[src/rtl/vdp_pixel_pkg.sv]
// Shared pixel/word types and the span-builder state encoding for the draw pipeline.
package vdp_pixel_pkg;

  localparam int PIXEL_W      = 9;
  localparam int PIX_PER_WORD = 8;

  typedef logic [PIX_PER_WORD*PIXEL_W-1:0]   pixel_word_t;
  typedef logic [2*PIX_PER_WORD*PIXEL_W-1:0] pixel_window_t;

  typedef enum logic [1:0] {
    IDLE,
    PRIME,
    RUN
  } state_t;

endpackage

[src/rtl/span_window_builder_mask.sv]
// Span mask for one 16-pixel window: bit j set iff p+j lies in [0, width).
module span_mask_gen
  import vdp_pixel_pkg::*;
#(
  parameter int X_W = 11
) (
  input  logic signed [X_W+1:0]          p,
  input  logic        [X_W-1:0]          width,
  output logic        [2*PIX_PER_WORD-1:0] mask
);

  for (genvar gi = 0; gi < 2*PIX_PER_WORD; gi++) begin : g_bit
    logic [X_W+2:0] pos;
    // One extra bit so a negative p never wraps into the valid range.
    assign pos = {p[X_W+1], p} + (X_W+3)'(gi);
    assign mask[gi] = !pos[X_W+2] && (pos[X_W+1:0] < {2'b00, width});
  end

endmodule

[src/rtl/span_window_builder.sv]
// Builds 16-pixel {hi, lo} source windows per destination word for the shift aligner.
module span_window_builder #(
  parameter int PIXEL_W = vdp_pixel_pkg::PIXEL_W,
  parameter int X_W     = 11
) (
  input  logic                   clk_draw,
  input  logic                   rst_draw_n,
  input  logic                   cmd_valid,
  output logic                   cmd_ready,
  input  logic [X_W-1:0]         cmd_src_x,
  input  logic [X_W-1:0]         cmd_dst_x,
  input  logic [X_W-1:0]         cmd_width,
  input  logic                   src_valid,
  output logic                   src_ready,
  input  logic [8*PIXEL_W-1:0]   src_pixels,
  output logic                   out_valid,
  input  logic                   out_ready,
  output logic [16*PIXEL_W-1:0]  unaligned_pixels,
  output logic [15:0]            unaligned_valid_mask,
  output logic [2:0]             alignment_shift,
  output logic                   out_last
);
  import vdp_pixel_pkg::*;

  localparam int CW     = X_W + 1;
  localparam int PW     = X_W + 2;
  localparam int WORD_W = $bits(pixel_word_t);
  localparam logic [CW-1:0] ONE_C = CW'(1);

  state_t                 state_reg;
  logic                   prime_hi_reg;
  logic signed [PW-1:0]   p_reg;
  logic [X_W-1:0]         width_reg;
  logic [CW-1:0]          words_left_reg;
  logic [CW-1:0]          beats_left_reg;
  pixel_window_t          pix_reg;
  logic [15:0]            mask_reg;
  logic [2:0]             shift_reg;
  logic                   out_valid_reg;
  logic                   last_reg;

  logic [CW-1:0]          sa_w, da_w, src_words_w, beats_w;
  logic                   phantom_w;
  logic signed [PW-1:0]   p0_w, mask_p_w;
  logic [15:0]            mask_next;
  logic                   need_word, do_adv, take;
  pixel_word_t            word_in;

  always_comb begin
    sa_w        = CW'(cmd_src_x[2:0]);
    da_w        = CW'(cmd_dst_x[2:0]);
    phantom_w   = cmd_src_x[2:0] < cmd_dst_x[2:0];
    src_words_w = (CW'(cmd_width) + sa_w + CW'(7)) >> 3;
    beats_w     = (CW'(cmd_width) + da_w + CW'(7)) >> 3;
    p0_w        = phantom_w ? -(PW'(sa_w) + PW'(8)) : -PW'(sa_w);
  end

  // Once the source quota is spent, further words are synthesised as zeros.
  assign need_word = words_left_reg != '0;
  assign word_in   = need_word ? src_pixels : '0;
  // In RUN an empty output register means an advance is still waiting on a source word.
  assign do_adv    = (state_reg == RUN) && (out_valid_reg ? (out_ready && !last_reg) : 1'b1);
  assign src_ready = need_word && ((state_reg == PRIME) || do_adv);
  assign take      = !need_word || src_valid;
  assign mask_p_w  = (state_reg == RUN) ? p_reg + PW'(8) : p_reg;

  span_mask_gen #(.X_W(X_W)) u_mask (
    .p     (mask_p_w),
    .width (width_reg),
    .mask  (mask_next)
  );

  always_ff @(posedge clk_draw) begin
    if (!rst_draw_n) begin
      state_reg      <= IDLE;
      prime_hi_reg   <= 1'b0;
      p_reg          <= '0;
      width_reg      <= '0;
      words_left_reg <= '0;
      beats_left_reg <= '0;
      pix_reg        <= '0;
      mask_reg       <= '0;
      shift_reg      <= '0;
      out_valid_reg  <= 1'b0;
      last_reg       <= 1'b0;
    end else begin
      if (src_ready && src_valid) begin
        words_left_reg <= words_left_reg - ONE_C;
      end
      case (state_reg)
        IDLE: begin
          if (cmd_valid && cmd_width != '0) begin
            state_reg      <= PRIME;
            prime_hi_reg   <= phantom_w;
            p_reg          <= p0_w;
            width_reg      <= cmd_width;
            words_left_reg <= src_words_w;
            beats_left_reg <= beats_w;
            shift_reg      <= cmd_src_x[2:0] - cmd_dst_x[2:0];
            pix_reg        <= '0;
          end
        end
        PRIME: begin
          if (take) begin
            if (!prime_hi_reg) begin
              pix_reg[WORD_W-1:0] <= word_in;
              prime_hi_reg        <= 1'b1;
            end else begin
              pix_reg[2*WORD_W-1:WORD_W] <= word_in;
              mask_reg       <= mask_next;
              last_reg       <= beats_left_reg == ONE_C;
              beats_left_reg <= beats_left_reg - ONE_C;
              out_valid_reg  <= 1'b1;
              state_reg      <= RUN;
            end
          end
        end
        RUN: begin
          if (out_valid_reg && out_ready && last_reg) begin
            out_valid_reg <= 1'b0;
            last_reg      <= 1'b0;
            state_reg     <= IDLE;
          end else if (do_adv) begin
            if (take) begin
              pix_reg        <= {word_in, pix_reg[2*WORD_W-1:WORD_W]};
              p_reg          <= p_reg + PW'(8);
              mask_reg       <= mask_next;
              last_reg       <= beats_left_reg == ONE_C;
              beats_left_reg <= beats_left_reg - ONE_C;
              out_valid_reg  <= 1'b1;
            end else begin
              out_valid_reg  <= 1'b0;
            end
          end
        end
        default: state_reg <= IDLE;
      endcase
    end
  end

  assign cmd_ready            = state_reg == IDLE;
  assign out_valid            = out_valid_reg;
  assign unaligned_pixels     = pix_reg;
  assign unaligned_valid_mask = mask_reg;
  assign alignment_shift      = shift_reg;
  assign out_last             = last_reg;

endmodule

[config.mk]
export PLATFORM = sky130hd
export DESIGN_NAME = span_window_builder
export DESIGN_NICKNAME = d
export VERILOG_FILES = /design/src/rtl/vdp_pixel_pkg.sv /design/src/rtl/span_window_builder_mask.sv /design/src/rtl/span_window_builder.sv
export SDC_FILE = /design/constraint.sdc
export NUM_CORES = 1
export LEC_CHECK = 0
export ABC_CLOCK_PERIOD_IN_PS = 5300
export CORE_UTILIZATION = 54
export CTS_CLUSTER_SIZE = 12
export DETAILED_ROUTE_END_ITERATION = 12
export PLACE_DENSITY = 0.82
export SLEW_MARGIN = 20
export SYNTH_ARGS = -nofsm -noshare
export SYNTH_HDL_FRONTEND = slang
export SYNTH_HIERARCHICAL = 1
export SYNTH_SLANG_ARGS = --single-unit
export TNS_END_PERCENT = 20
[constraint.sdc]
create_clock -name clk_draw -period 5.3 [get_ports clk_draw]
set_clock_uncertainty 0.05 [all_clocks]
set_input_delay 0.53 -clock clk_draw [delete_from_list [all_inputs] [get_ports clk_draw]]
set_output_delay 0.53 -clock clk_draw [all_outputs]
set_load 0.02 [all_outputs]
==> metrics.cfg <==
[synth]
yosys.area.top_type_share_pct = 27.7
async_reset_ff_share_pct = 0
ys_seq_elements = 216
yosysTopAreaCell = dfxtp_1
syn_nets = 2293
ys_warn_count = 6
synth_area_leaders = dfxtp_1 28%, ha_1 14%, nand2_1 6.0%
synth_edf_count = 0
syn_area_mm2 = 0.0156
synthesis.instances = 2004
synthFlopType = dfxtp_1
ys_types = 76
synth_area_per_cell_um2 = 7.79
synth-seq-area-share_pct = 27.7

[clock_tree]
cts_made_buffers = 25
hold_buffers = 0
cts_tree = built
insertion_delay_ns = 0.54
clock_path_buffers = 3
cts_sinks = 216
h-tree-depth = 1
postCtsSetupRepairBufs = 0
path_clk_slew_ns = 0.06
cts_repair_resize_count = 0
cts-root-buf = clkbuf_16

[global_routing]
grt_pass1_vias = 15500
grt_max_degree = 95
grt.total_usage_pct = 35.0
antenna_found_initial = 0
grt_pass1_wl_um = 81800
grt_overflow = 0

[power]
p_comb_share_pct = 63.2
swShare_pct = 48.3
pwr-share-seq_pct = 20.2
intPower_uw = 5540
p_total_uw = 10700
ir_worst_vdd_mv = 0.406
p_sw_uw = 5170
power.share.clock_pct = 16.6
powerDensity_mw_per_mm2 = 555
power_leakage_uw = 0.00750

[detailed_routing]
vias = 15900
remaining_drc_errors = 0
wire_per_inst_um = 20.3
wl_um = 52300
ant_nets = 0
dr.pass1.iters = 5
viasPerCell = 6.19
initialDrtViolationCount = 1283

[floorplanning]
die_y_um = 172
coreArea_mm2 = 0.0281
ioPinCount = 277
die_area_mm2 = 0.0296
start_util_pct = 55.6
rows = 61
die_x_um = 172

[critical_path]
crit_required_ns = 5.70
start_kind = register
path_class = register to register
critical_path.cell_chain = inv_1 -> ha_4 -> xor2_1 -> inv_1 -> ha_1 -> a31oi_1 -> nor2_1 -> xor2_1 -> ha_1 -> nor3_1 -> nand3_1 -> a41oi_1 -> o22ai_1 -> a2111oi_0 -> mux2i_1 -> nor2_1
arrival_ns = 4.77
worst-path-max-fanout = 11
end_kind = register
cp_slowest_cell = a2111oi_0
cp_slowest_stage_delay_ns = 0.60

[placed_design]
port_buffers = 260
hpwl_um = 35300
place_congestion = 0.996
place_area_mm2 = 0.0184
dp_cells = 2529

[final_layout]
area_growth_pct = 23.4
fin_cells = 2575
final_nets = 2468
nFillCells = 2353
regArea_mm2 = 0.00432
drive_gt1_share_pct = 5.05
multi_input_area_mm2 = 0.0105
design_area_mm2 = 0.0193
largest_register_ffs = 144
antennaDiodeCount = 0

[timing]
setup_viol = 0
slew_viol_final = 0
fin_crit_sh_pct = 82.5
hold_viol = 0
holdWs_ns = 0.383
fin_tns_setup_ns = 0
worst_pin_slew_ns = 1.13
relSlewSlack_pct = 24.5
fmax_mhz = 229
rsz0062_at_grt = false
period_minus_slack_ns = 4.37

[status]
status = finished clean

[job]
cap_violations = 0

[min_path]
holdCritPathClass = input port to register

[power by group through the flow]
stage                     combinational, µW  clock, µW  sequential, µW
after floorplan                        4610          0            2270
after global placement                 6330          0            2170
after detailed placement               6570          0            2190
after CTS                              6620       1800            2160
after global routing                   7390       1870            2190
final                                  6760       1780            2160
[area by class of cell]
class                           count  area share (%)
Tap cell                          378            2.45
Multi-Input combinational cell   1577            54.6
Inverter                           65            1.28
Timing Repair Buffer              294            14.9
Sequential cell                   216            22.4
Clock buffer                       36            3.67
Clock inverter                      9           0.682
[metal layers]
metal	routed length [µm]	global-route usage, %
met5	0	0
met4	2420	17.0
met1	19900	41.3
met3	5550	10.2
met2	24400	57.8
[critical path, delay by kind of cell, from the launching register on]
family | cells | cell delay [ns]
buf+inv | 2 | 0.35
xor+xnor | 2 | 0.38
simple gates | 4 | 0.57
flops | 1 | 0.40
mux | 1 | 0.15
compound gates | 4 | 1.51
fa+ha+maj | 3 | 0.85
[worst paths after layout]
kind	from	to	slack, ns	cells past startpoint
worst max-delay path	state_reg[0]	unaligned_valid_mask[9]	0.93	16
worst min register to register	unaligned_pixels[12]	unaligned_pixels[12]	0.41	2
worst max register to register	state_reg[0]	unaligned_valid_mask[9]	0.93	16
worst min-delay path	rst_draw_n	words_left_reg[8]	0.38	3
[cells by family after synthesis]
group           count (synthesis)  synth area share, %
buf+inv                       211                 5.60
mux                            22                 1.43
simple gates                  693                 20.7
xor+xnor                      156                 8.75
flops                         216                 27.7
compound gates                527                 21.4
fa+ha+maj                     179                 14.4
[cell usage in the layout, fill, tap and decap left out, types with 5 or more instances in the layout]
cell type,count
o211a_1,6
xnor2_1,74
a41oi_1,5
a21o_1,20
o21a_1,7
clkbuf_16,25
a211oi_1,18
a21oi_1,179
a2111oi_0,11
nand2_1,247
nor3_1,26
xnor2_2,6
buf_4,33
and3_1,12
mux2i_1,20
dfxtp_1,216
and4_1,10
o2111ai_1,5
or3_1,5
nor2_1,127
nor4_1,14
clkbuf_1,7
nor2b_1,8
nand4_1,24
xor2_1,75
o21ai_0,134
o211ai_1,8
inv_1,62
clkdlybuf4s50_1,259
ha_1,177
nand2b_1,12
a31oi_1,13
nand3_1,183
a22o_1,72
[cell usage after synthesis, types with 8 or more instances]
library cell and instances:
a31oi_1 13, a21o_1 20, mux2i_1 20, xor2_1 76
and4_1 10, dfxtp_1 216, xnor2_1 80, nor4_1 14
o211ai_1 8, nor2b_1 8, buf_1 9, buf_2 30
a211oi_1 19, o21ai_0 135, clkbuf_1 99, nand3_1 183
nand2_1 248, nand2b_1 12, ha_1 178, inv_1 63
nand4_1 24, and3_1 12, a21oi_1 179, a2111oi_0 11
a22o_1 72, nor3_1 26, nor2_1 129
[through the flow]
step | setup slack, ns | util, %
finish | 0.927 | 68.6
global route | 0.654 | 68.6
CTS | 1.02 | 68.6
detailed placement | 1.05 | 65.6
global placement | 1.18 | 65.6
floorplan | 0.659 | -
(Power assumes the default switching activity.)
